[config.mk]
export PLATFORM = sky130hd
export DESIGN_NAME = kf8259_inta_initiator
export DESIGN_NICKNAME = d
export VERILOG_FILES = /design/src/rtl/kf8259_inta_initiator.sv
export SDC_FILE = /design/constraint.sdc
export NUM_CORES = 1
export LEC_CHECK = 0
export BUFFER_PORTS_ARGS = -buffer_cell sky130_fd_sc_hd__clkbuf_2
export CAP_MARGIN = 20
export CORE_MARGIN = 5
export CORE_UTILIZATION = 47
export DETAILED_ROUTE_END_ITERATION = 8
export PLACE_DENSITY_LB_ADDON = 0.15
export SKIP_CTS_REPAIR_TIMING = 1
export SLEW_MARGIN = 20
export SYNTH_ARGS = -nofsm -noshare
export SYNTH_HDL_FRONTEND = slang
export SYNTH_SLANG_ARGS = --single-unit
[constraint.sdc]
create_clock -name clock -period 2 [get_ports clock]
set_input_delay 0.3 -clock clock [delete_from_list [all_inputs] [get_ports clock]]
set_output_delay 0.3 -clock clock [all_outputs]
set_load 0.01 [all_outputs]
[src/rtl/kf8259_inta_initiator.sv]
// CPU-side 8259 interrupt-acknowledge sequencer: drives INTA_n pulses, captures the vector or CALL target.
// Optional opcode check of the MCS-80 first byte is built when KF8259_INTA_OPCODE_CHECK_EN is defined.
module kf8259_inta_initiator #(
   parameter int INTA_LOW_CYCLES = 2,
   parameter int INTA_GAP_CYCLES = 2
) (
   input  logic        clock,
   input  logic        reset,
   input  logic        interrupt_request,
   input  logic        interrupt_enable,
   input  logic        mcs80_mode,
   input  logic [7:0]  data_bus_in,
   input  logic        vector_accept,
   output logic        interrupt_acknowledge_n,
   output logic        sequence_busy,
   output logic        vector_valid,
   output logic [7:0]  vector_data,
   output logic [15:0] call_address,
   output logic        opcode_error
);

   typedef enum logic [1:0] {
      IDLE,
      PULSE_LOW,
      PULSE_GAP,
      DONE
   } state_t;

   localparam logic [7:0] LOW_LAST = 8'(INTA_LOW_CYCLES - 1);
   localparam logic [7:0] GAP_LAST = 8'(INTA_GAP_CYCLES - 1);

   state_t      state, state_next;
   logic [7:0]  cycle_count, cycle_count_next;
   logic [1:0]  pulse_count, pulse_count_next;
   logic        mode_latched, mode_latched_next;
   logic [7:0]  vector_next;
   logic [15:0] call_next;
   logic        last_low, last_gap, final_pulse;

   assign last_low    = (cycle_count == LOW_LAST);
   assign last_gap    = (cycle_count == GAP_LAST);
   assign final_pulse = mode_latched ? (pulse_count == 2'd2) : (pulse_count == 2'd1);

   always_comb begin
      state_next        = state;
      cycle_count_next  = cycle_count;
      pulse_count_next  = pulse_count;
      mode_latched_next = mode_latched;
      vector_next       = vector_data;
      call_next         = call_address;
      case (state)
         IDLE: begin
            if (interrupt_request && interrupt_enable) begin
               state_next        = PULSE_LOW;
               cycle_count_next  = 8'd0;
               pulse_count_next  = 2'd0;
               mode_latched_next = mcs80_mode;
            end
         end
         PULSE_LOW: begin
            // The bus is only trusted on the final low cycle of each pulse.
            if (last_low) begin
               cycle_count_next = 8'd0;
               state_next       = final_pulse ? DONE : PULSE_GAP;
               if (mode_latched) begin
                  if (pulse_count == 2'd1)
                     call_next[7:0] = data_bus_in;
                  else if (pulse_count == 2'd2)
                     call_next[15:8] = data_bus_in;
               end else if (pulse_count == 2'd1) begin
                  vector_next = data_bus_in;
               end
            end else begin
               cycle_count_next = cycle_count + 8'd1;
            end
         end
         PULSE_GAP: begin
            if (last_gap) begin
               cycle_count_next = 8'd0;
               pulse_count_next = pulse_count + 2'd1;
               state_next       = PULSE_LOW;
            end else begin
               cycle_count_next = cycle_count + 8'd1;
            end
         end
         DONE: begin
            if (vector_accept)
               state_next = IDLE;
         end
         default: state_next = IDLE;
      endcase
   end

   // Outputs are registered from the next state so they line up with the state they describe.
   always_ff @(posedge clock) begin
      if (reset) begin
         state                   <= IDLE;
         cycle_count             <= 8'd0;
         pulse_count             <= 2'd0;
         mode_latched            <= 1'b0;
         interrupt_acknowledge_n <= 1'b1;
         sequence_busy           <= 1'b0;
         vector_valid            <= 1'b0;
         vector_data             <= 8'd0;
         call_address            <= 16'd0;
      end else begin
         state                   <= state_next;
         cycle_count             <= cycle_count_next;
         pulse_count             <= pulse_count_next;
         mode_latched            <= mode_latched_next;
         interrupt_acknowledge_n <= (state_next != PULSE_LOW);
         sequence_busy           <= (state_next != IDLE);
         vector_valid            <= (state_next == DONE);
         vector_data             <= vector_next;
         call_address            <= call_next;
      end
   end

`ifdef KF8259_INTA_OPCODE_CHECK_EN
   // Sticky until the core takes the result; the sequence completes regardless.
   always_ff @(posedge clock) begin
      if (reset)
         opcode_error <= 1'b0;
      else if (state == DONE && vector_accept)
         opcode_error <= 1'b0;
      else if (state == PULSE_LOW && last_low && mode_latched &&
               pulse_count == 2'd0 && data_bus_in != 8'hCD)
         opcode_error <= 1'b1;
   end
`else
   assign opcode_error = 1'b0;
`endif

endmodule
==> results.yml <==
global_route:
  grt-ovfl-total: 0
  grt_max_degree: 17
  grt_pass1_vias: 1435
  antenna_found_initial: 0
  grt_pass1_wl_mm: 6.22
  grt_use_total: 0.153
min_path:
  holdPathStages: 3
  holdCritPathClass: "primary input to flop"
detailed_routing:
  vias: 1437
  drtPass1Iterations: 4
  final_antenna_net_count: 0
  drt_iter0_drc: 36
  drc: 0
  wl_per_cell_um: 13.3
  vias_per_cell: 5.19
  drt_wl_total_mm: 3.68
sta:
  worst_slack_ns: 0.102
  hold_viol: 0
  fmax_mhz: 527
  skew_ns: 0.00459
  grt_setup_unrepaired: "true"
  period_share: 0.949
  fin_crit_ns: 1.90
  drv_slew: 0
  setup_viol: 0
yosys:
  synth_fa_ha_area_frac: 0.0642
  synth.area.mux_share: 0.143
  synth_top_area_frac: 0.457
  synth_top_cell_by_area: "dfxtp_1"
  synth_cells: 178
  ys_seq_elements: 40
  synthSimpleGateAreaFrac: 0.161
  synth_area_sq_um: 1750
  ys_seq_area_frac: 0.457
  synth_top_family_by_area: "simple AND/OR/NAND/NOR gates"
  synth_xor_area_frac: 0.0300
  yosys_warnings: 0
  syn_nets: 201
  avgSynthCellArea_sq_um: 9.85
  ys_top_cells_by_area: "dfxtp_1, mux2i_1, nor2_1"
  synth_compound_area_frac: 0.0992
  synthDistinctLibCells: 40
job:
  maxCapViolations: 0
run_status:
  status: "complete, no violations"
critical_path:
  crit_type: "flop to flop"
  crit_required_ns: 2.15
  critical_path.endpoint_type: "flop"
  path_max_fanout: 7
  r2r_cells: 4
  cp.arrival_ns: 2.05
  worst_setup_path_start_kind: "flop"
floorplanning:
  core_area_sq_um: 3630
  die_area_sq_um: 5050
  start_util: 0.482
  dieHeight_um: 71.1
  num_io_pins: 42
  rows: 22
  die_w_um: 71.1
cts:
  cts-buffers-inserted: 5
  cts.path.max_buffers: 2
  cts_root_buf: "clkbuf_8"
  clock_latency_ns: 0.28
  cts_tree: "done"
  clock-sinks: 40
  clk_pin_slew_ns: 0.08
  h-tree-depth: 2
power:
  power.switching_uw: 341
  switching_share: 0.237
  pwr-share-clk: 0.349
  seq_power_share: 0.565
  finalPower_uw: 1440
  peakVddDrop_v: 0.000603
  pwr-share-comb: 0.086
  powerDensity_nw_per_um2: 666
  p_int_uw: 1100
  p_leak_uw: 0.00103
cells_and_area:
  diodes: 0
  final_nets: 252
  fillers: 336
  layout_common_cells: "dfxtp_1, clkbuf_2, nor2_1"
  finalNonFillerCells: 277
  drive_gt1_frac: 0.293
  area_delta_synth_final_pct: 23.3
placement:
  dp_cells: 270
  place_ws_ns: 0.0433
  portBuffers: 40
  routabilityCongestion: 0.797
  place_hpwl_mm: 2.86
critical path: stages (launching register included):
cell and delay (ns):
dfxtp_1 0.38, or4_4 0.57, o21a_4 0.25, o41ai_2 0.43, o21ai_0 0.14
path summary, 6_finish.rpt:
check / endpoint / slack [ns] / from
setup / recovery: sequence_busy / 0.10 / cycle_count[3]
hold / removal: mode_latched / 0.28 / mcs80_mode
setup reg to reg: sequence_busy / 0.10 / cycle_count[3]
hold reg to reg: call_address[0] / 0.50 / call_address[0]
area by class of cell:
type,instances,area (sq um),area share
clock inverters,2,12.5,0.00579
flip-flops and latches,40,801,0.370
inverters,9,33.8,0.0156
multi-input cells,121,896,0.414
clock buffers,5,68.8,0.0318
well taps,48,60.1,0.0278
repair buffers,52,290,0.134
per-stage QoR:
stage	utilization	hold slack, ns	instance area (sq um)	TNS (ns)
6_report	0.595	0.278	2160	0
5_1_grt	0.595	0.290	2160	-0.00313
4_1_cts	0.590	0.272	2140	0
3_5_place_dp	0.567	0.484	2060	0
3_3_place_gp	0.567	0.473	2060	0
2_1_floorplan	-	0.444	1750	0
routing by layer:
metal,wire [um],vias up,track usage
met5,0,-,0
li1,-,713,-
met3,186,9,0.0511
met4,71,0,0.0626
met1,1580,683,0.158
met2,1850,32,0.282
cells by family (layout without fill, tap and decap cells):
kind of cell	Yosys count	count (layout)
multiplexers	25	25
AO/OA/AOI/OAI	24	24
other	1	1
buffers and inverters	17	68
XOR/XNOR	6	6
AND/OR/NAND/NOR	56	56
adder cells (fa/ha/maj)	9	9
flip-flops	40	40
power groups by stage:
| stage | registers [uW] | logic, uW | clock network (uW) |
|---|---|---|---|
| CTS | 814 | 121 | 517 |
| detailed placement | 832 | 120 | 0 |
| floorplan | 836 | 66.2 | 0 |
| global route | 815 | 138 | 559 |
| global placement | 832 | 118 | 0 |
| finish | 814 | 124 | 502 |
flip-flops by register name, indices dropped and copies added, names as in the netlist:
register,cells
vector_data,8
call_address,16
pulse_count,2
mode_latched,1
interrupt_acknowledge_n,1
cycle_count,8
state,2
sequence_busy,1
vector_valid,1
synthesized netlist by cell type:
| library cell | count |
|---|---|
| and4_1 | 3 |
| o21ai_0 | 6 |
| buf_6 | 1 |
| nand4b_1 | 1 |
| mux2i_1 | 25 |
| and2_1 | 1 |
| buf_1 | 1 |
| and3_1 | 1 |
| nor2_1 | 34 |
| o41ai_2 | 1 |
| o41ai_1 | 1 |
| ha_1 | 9 |
| nor4_1 | 1 |
| nand3_1 | 2 |
| o311a_1 | 1 |
| or3b_2 | 1 |
| xnor2_1 | 1 |
| a211oi_1 | 2 |
| nor2b_1 | 3 |
| o31ai_1 | 1 |
| or4_4 | 1 |
| nand4_1 | 1 |
| o211ai_1 | 2 |
| buf_2 | 1 |
| a211o_1 | 1 |
| conb_1 | 1 |
| dfxtp_1 | 40 |
| o21a_1 | 1 |
| o2111ai_1 | 2 |
| a21oi_1 | 4 |
| clkbuf_1 | 4 |
| a32o_1 | 1 |
| nand2_1 | 2 |
| nor4bb_1 | 1 |
| inv_1 | 9 |
| or4_1 | 3 |
| buf_4 | 1 |
| or2_2 | 1 |
| xor2_1 | 5 |
| a21o_1 | 1 |
(Power assumes the default switching activity.)
